===== src/rtl/fetch_unit.sv =====
// fetch_unit: instruction-fetch stage.
//   Owns the PC, presents it as the instruction-memory byte address, and captures
//   {pc, instruction} pairs into a small FIFO that feeds the decoder over a
//   valid/ready handshake. Execute can redirect the PC, which flushes the FIFO.
// Ports:
//   clk, rst        rising-edge clock, synchronous active-high reset
//   imem_adr        byte address to instruction memory (the pc register)
//   imem_data       instruction word for imem_adr, valid in the same cycle
//   redirect_valid  execute requests a PC change this cycle
//   redirect_pc     new PC; the low two bits are dropped
//   out_valid       head entry valid
//   out_ready       decoder consumes the head entry this cycle
//   out_inst        head-entry instruction (zero when out_valid=0)
//   out_pc          head-entry PC (zero when out_valid=0)
//   fetch_count     words pushed into the buffer since reset (wraps)
module fetch_unit #(
   parameter int unsigned   N        = 32,
   parameter logic [N-1:0]  RESET_PC = '0,
   parameter int unsigned   DEPTH    = 2
) (
   input  logic         clk,
   input  logic         rst,
   output logic [N-1:0] imem_adr,
   input  logic [N-1:0] imem_data,
   input  logic         redirect_valid,
   input  logic [N-1:0] redirect_pc,
   output logic         out_valid,
   input  logic         out_ready,
   output logic [N-1:0] out_inst,
   output logic [N-1:0] out_pc,
   output logic [N-1:0] fetch_count
);

   localparam int unsigned PW      = (DEPTH > 1) ? $clog2(DEPTH) : 1;
   localparam logic [PW:0] DEPTH_C = (PW+1)'(DEPTH);

   logic [N-1:0]  pc;
   logic [N-1:0]  buf_pc   [DEPTH];
   logic [N-1:0]  buf_inst [DEPTH];
   logic [PW-1:0] head;
   logic [PW-1:0] tail;
   logic [PW:0]   count;
   logic          push;
   logic          pop;
   logic [1:0]    redirect_lo_unused;

   assign redirect_lo_unused = redirect_pc[1:0];
   assign imem_adr           = pc;

   always_comb begin
      pop  = out_valid & out_ready;
      // A pop frees a slot in the same cycle, so a full buffer still accepts.
      push = ~redirect_valid & ((count < DEPTH_C) | pop);
   end

   always_comb begin
      out_valid = (count != '0);
      out_inst  = '0;
      out_pc    = '0;
      if (out_valid) begin
         out_inst = buf_inst[head];
         out_pc   = buf_pc[head];
      end
   end

   always_ff @(posedge clk) begin
      if (rst) begin
         pc          <= RESET_PC;
         head        <= '0;
         tail        <= '0;
         count       <= '0;
         fetch_count <= '0;
      end else if (redirect_valid) begin
         // A same-cycle pop is seen by the decoder, but the flush discards it anyway.
         pc    <= {redirect_pc[N-1:2], 2'b00};
         head  <= '0;
         tail  <= '0;
         count <= '0;
      end else begin
         if (push) begin
            buf_pc[tail]   <= pc;
            buf_inst[tail] <= imem_data;
            tail           <= tail + PW'(1);
            pc             <= pc + N'(4);
            fetch_count    <= fetch_count + N'(1);
         end
         if (pop)
            head <= head + PW'(1);
         if (push && !pop)
            count <= count + (PW+1)'(1);
         else if (pop && !push)
            count <= count - (PW+1)'(1);
      end
   end

endmodule


===== config.mk =====
export PLATFORM = sky130hd
export DESIGN_NAME = fetch_unit
export DESIGN_NICKNAME = d
export VERILOG_FILES = /design/src/rtl/fetch_unit.sv
export SDC_FILE = /design/constraint.sdc
export NUM_CORES = 1
export LEC_CHECK = 0
export CORE_MARGIN = 2
export CORE_UTILIZATION = 45
export DETAILED_ROUTE_END_ITERATION = 16
export GPL_TIMING_DRIVEN = 0
export PLACE_DENSITY_LB_ADDON = 0.05
export SLEW_MARGIN = 20
export SYNTH_ARGS = -nofsm -noshare
export SYNTH_HDL_FRONTEND = slang
export SYNTH_SLANG_ARGS = --single-unit

===== constraint.sdc =====
create_clock -name clk -period 4.35 [get_ports clk]
set_input_delay 0.6525 -clock clk [delete_from_list [all_inputs] [get_ports clk]]
set_output_delay 0.6525 -clock clk [all_outputs]
set_load 0.02 [all_outputs]

# --- Yosys cells after proc, flatten, opt, wreduce, memory -nomap -nowiden ---
# Memories as Yosys holds them, arrays and structs flattened. A register that Yosys moved wholly into a read port is not among the register bits.
# Cells that the tools add are included.
classes:
  reduce_logical: 9
  n_bitwise: 4
  n_mux: 14
  n_addsub: 6
  n_lt_le_gt_ge: 1
ops:
  columns: ["cell", "n"]
  rows:
  - ["32-bit 2-to-1 mux", 4]
  - ["32-bit by 1-bit adder with 32-bit output (second input constant)", 1]
  - ["32-bit by 3-bit adder with 32-bit output (second input constant)", 1]
  - ["1-bit 2-to-1 mux", 8]
  - ["2-bit nonzero test", 3]
  - ["2-bit 2-to-1 mux", 2]
  - ["1-bit adder (second input constant)", 2]
  - ["2-bit by 1-bit adder with 2-bit output (second input constant)", 1]
  - ["1-bit AND", 2]
  - ["1-bit logical AND", 2]
  - ["1-bit zero test", 2]
  - ["2-bit less-than comparator (second input constant)", 1]
  - ["2-bit AND reduction", 1]
  - ["2-bit OR reduction", 1]
  - ["2-bit by 1-bit subtractor with 2-bit output (second input constant)", 1]
  - ["1-bit NOT", 1]
  - ["1-bit OR", 1]
word_totals:
  wordCells: 42
  n_memories: 2
  ramBits: 128
  reg_bits: 68
  out_inout_bits: 129
mem_list:
  columns: ["memory", "depth", "width", "read_ports", "rd_ports_with_merged_regs", "wr", "line", "text"]
  rows:
  - ["buf_inst", 2, 32, 1, 1, 1, "39", "logic [N-1:0] buf_inst [DEPTH];"]
  - ["buf_pc", 2, 32, 1, 1, 1, "38", "logic [N-1:0] buf_pc [DEPTH];"]

# --- Longest topological paths before layout ---
depth:
  depth_word: 8
  depth_mapped: 7
  depth_no_buf: 7

# --- Least setup slack after synthesis ---
# OpenSTA, ideal clock, no wires.
synth_path:
  path_type: "input to register"
  from: "input port redirect_valid"
  to: "memory buf_inst[0][0], enable pin"
  required_ns: 3.868
  stages: 4
  t_arrival_ns: 3.712
  n_path_buf: 1
  path_slack_ns: 0.156
  setup_time_ns: 0.482
  path_cell_list: "clkbuf_1 -> nor2_1 -> nand2_1 -> nor2_1"
synth_via:
  elab_chain_len: 6
synth_rtl:
  columns: ["element", "line", "text"]
  rows:
  - ["start, declared", "25", "input logic redirect_valid,"]
  - ["1-bit NOT (no source line)", null, null]
  - ["1-bit AND", "53", "push = ~redirect_valid & ((count < DEPTH_C) | pop);"]
  - ["1-bit 2-to-1 mux", "80", "if (push) begin"]
  - ["1-bit 2-to-1 mux (*)", "73", "end else if (redirect_valid) begin"]
  - ["1-bit 2-to-1 mux (*)", "67", "if (rst) begin"]
  - ["1-bit 2-to-1 mux (not written as such) (*)", "82", "buf_inst[tail] <= imem_data;"]
  - ["end, declared", "39", null]
# Every way passes the cells marked *; elsewhere a longest branch is shown, timed or not.

==> metrics.md <==
| Metric | Value |
|---|---|
| Crit-path max FO | `10` |
| Ys async rst share | `0%` |
| Final wirelength | `21700 um` |
| Gr ovfl total | `0` |
| Post-synth EDFFs | `124` |
| Adder-cell share of the synthesized area | `0.446%` |
| FILL cells | `1524` |
| Main combinational cell family by area after synthesis | `simple AND/OR/NAND/NOR gates` |
| Maxcap violations | `0` |
| Critical path class | `flop to primary output` |
| Largest cells by area after synthesis | `edfxtp_1, dfxtp_1, mux2i_1, nor2_1, mux2_2` |
| Synth warn | `0` |
| Synth-to-layout area growth | `34.7%` |
| FF-to-FF End | `buf_pc[1][27]$_DFFE_PP_` |
| Design Area, Final | `0.0113 mm2` |
| Largest net degree at the start of global routing | `51` |
| Worst R2R Start | `count[1]$_SDFFE_PP0P_` |
| Period utilisation layout | `76.8%` |
| Synth Flop Type | `edfxtp_1` |
| CP endpoint kind | `primary output` |
| WP data arrival | `2.69 ns` |
| Worst setup margin | `1.01 ns` |
| Antenna cells | `0` |
| Top cell type's share of synthesized area | `44.2%` |
| Power Total | `4.17 mW` |
| Share of cells above drive strength 1 | `7.72%` |
| Worst Setup Start Kind | `flop` |
| Core area | `0.0185 mm2` |
| Slew Limit Fails | `0` |
| Compound-Gate Fraction of Synth Area | `5.75%` |
| Drt pass-1 iters | `5` |
| Die ar. | `0.0198 mm2` |
| Syn_area_per_cell | `11.5 um2` |
| R2R Setup Slk | `1.82 ns` |
| Clock slew at reported path FFs | `0.07 ns` |
| CTS tree | `built` |
| # IOs | `197` |
| Hold Buf Count CTS | `0` |
| Most common cell in the synthesized netlist | `edfxtp_1` |
| Detailed-route DRC error count | `0` |
| Placed Cells | `1161` |
| Status | `complete, no violations` |
| Hold Vio Cnt, Final | `0` |
| Seq cells post-synth | `191` |
| Die H | `141 um` |
| Postcts setup bufs | `0` |
| Die Wd | `141 um` |
| Routability Congestion | `0.955` |
| Final Critical Period | `3.34 ns` |
| WP data required | `3.70 ns` |
| H-tree Lvls | `4` |
| Actual slew at the worst max-slew pin | `0.757 ns` |
| Critical Path Sink | `out_pc[23]` |
| Cts repair resizes | `0` |
| DRT antenna net count | `0` |
| Post-Synth Simple-Gate Area | `18.7%` |
| CTS Sinks | `191` |
| Vias | `6578` |
| Core Rows | `50` |
| GRT Util Overall | `21.8%` |
| Final #Nets | `1017` |
| Post-synth top area cell | `edfxtp_1` |
| Pwr per Cell Area | `367 mW/mm2` |
| Clk buf depth | `2` |
| Hold Path Class | `flop to flop` |
| Multiplexer share of the synthesized area | `9.91%` |
| CTS Buf Count | `17` |
| Placed cell areas | `0.0107 mm2` |
| Initial antenna violation count | `0` |
| RSZ-0062 raised after global routing | `false` |
| Final Hold Slack | `0.499 ns` |
| Vias in the first global route | `6509` |
| Post-Syn Area | `0.00842 mm2` |
| Clk_lat worst skew | `0.43 ns` |
| Worst slack, placed | `0.905 ns` |
| I/O Buffers | `190` |
| Vias per cell | `5.51` |
| FMAX | `0.299 GHz` |
| Setup violators final | `0` |
| Lkg Pwr | `3.65 nW` |
| R2R depth | `5` |
| Setup Skew | `0.00850 ns` |
| Non-filler cells, final | `1193` |
| Worst rel slew slack | `49.6%` |
| Seq/Total Area, Yosys | `60.1%` |
| Synth cell types | `52` |
| Initial drt markers | `330` |
| Root Driver | `clkbuf_16` |
| Post-DP HPWL | `15700 um` |
| Peak VDD IR | `0.302 mV` |
| Starting Density | `45.5%` |
| Post-Syn Instances | `730` |
| Most common library cells after synthesis | `edfxtp_1, nor2_1, dfxtp_1` |
| XOR/XNOR Fraction of Synth Area | `1.77%` |
| First-pass GRT wire length | `34100 um` |
| Wire per inst | `18.2 um` |
==> final cells by class <==
class	instances	area [um2]	share of cell area [%]
Buffer	51	216	1.91
Clock buffer	17	425	3.75
Clock inverter	15	173	1.52
Inverter	14	52.6	0.463
Multi-Input combinational cell	477	3110	27.5
Sequential cell	191	5060	44.7
Tap cell	234	293	2.58
Timing Repair Buffer	194	2000	17.7
==> cells by family after synthesis <==
family / after synthesis
flops: 191
mux: 81
fa+ha+maj: 3
compound gates: 68
simple gates: 304
xor+xnor: 17
buf+inv: 65
other cells: 1
==> power by group <==
group          switching (mW)  total, mW  internal, mW  leakage (nW)
clock                   0.712       1.58         0.869         0.300
sequential             0.0573       2.06          2.00          1.70
combinational           0.282      0.525         0.243          1.65
==> cell usage in the layout (no fill, tap or decap), types with 6 or more instances in the layout <==
| master | instances |
|---|---|
| clkdlybuf4s50_1 | 190 |
| dfxtp_1 | 67 |
| clkbuf_1 | 37 |
| clkbuf_16 | 17 |
| xor2_1 | 11 |
| inv_1 | 14 |
| nand4_1 | 18 |
| nand3_1 | 23 |
| nand2_1 | 31 |
| o31ai_1 | 9 |
| a311oi_1 | 7 |
| and4_1 | 8 |
| or4_1 | 14 |
| o21ai_0 | 8 |
| buf_1 | 7 |
| or3_1 | 11 |
| mux2i_1 | 62 |
| a21oi_1 | 11 |
| a2111oi_0 | 7 |
| xnor2_1 | 6 |
| nor2_1 | 118 |
| nor4_1 | 28 |
| edfxtp_1 | 124 |
| mux2_2 | 19 |
| a211oi_1 | 12 |
| nor2b_1 | 21 |
==> worst min-delay path by stage <==
stage                                      startpoint                     endpoint  slack, ns  depth (start not counted)
final                     fetch_count[9]$_SDFFE_PP0P_  fetch_count[9]$_SDFFE_PP0P_       0.50                          2
after global routing        imem_adr[31]$_SDFFE_PP0P_      buf_pc[1][31]$_DFFE_PP_       0.53                          0
after CTS                 fetch_count[9]$_SDFFE_PP0P_  fetch_count[9]$_SDFFE_PP0P_       0.50                          2
after detailed placement  fetch_count[9]$_SDFFE_PP0P_  fetch_count[9]$_SDFFE_PP0P_       0.49                          2
after global placement    fetch_count[9]$_SDFFE_PP0P_  fetch_count[9]$_SDFFE_PP0P_       0.48                          2
after floorplan                     head$_SDFFE_PP0P_                         flop       0.47                          2
==> per-layer routing <==
layer	GRT usage, %	up-vias	routed length [um]
met5	0	-	0
met4	9.58	0	516
met3	5.37	40	1530
met2	37.3	226	10900
met1	26.3	3170	8730
li1	-	3142	-
==> critical path, stage by stage (launching register included) <==
cell	delay, ns
dfxtp_1	0.31
clkbuf_1	0.40
clkbuf_1	0.60
mux2i_1	0.16
nor2_1	0.13
clkdlybuf4s50_1	0.65
==> per-stage QoR <==
| stage | utilization (%) | setup TNS, ns |
|---|---|---|
| final | 61.3 | 0 |
| after global routing | 61.3 | 0 |
| after CTS | 61.2 | 0 |
| after detailed placement | 58.0 | 0 |
| after global placement | 57.4 | -188.16 |
| after floorplan | - | 0 |
==> sequential cells by signal (all words and copies together) (netlist names), named ones only <==
name	count
count	2
fetch_count	32
imem_adr	30
buf_pc	60
tail	1
head	1
buf_inst	64
No activity file was read; power rests on OpenSTA's default activity.
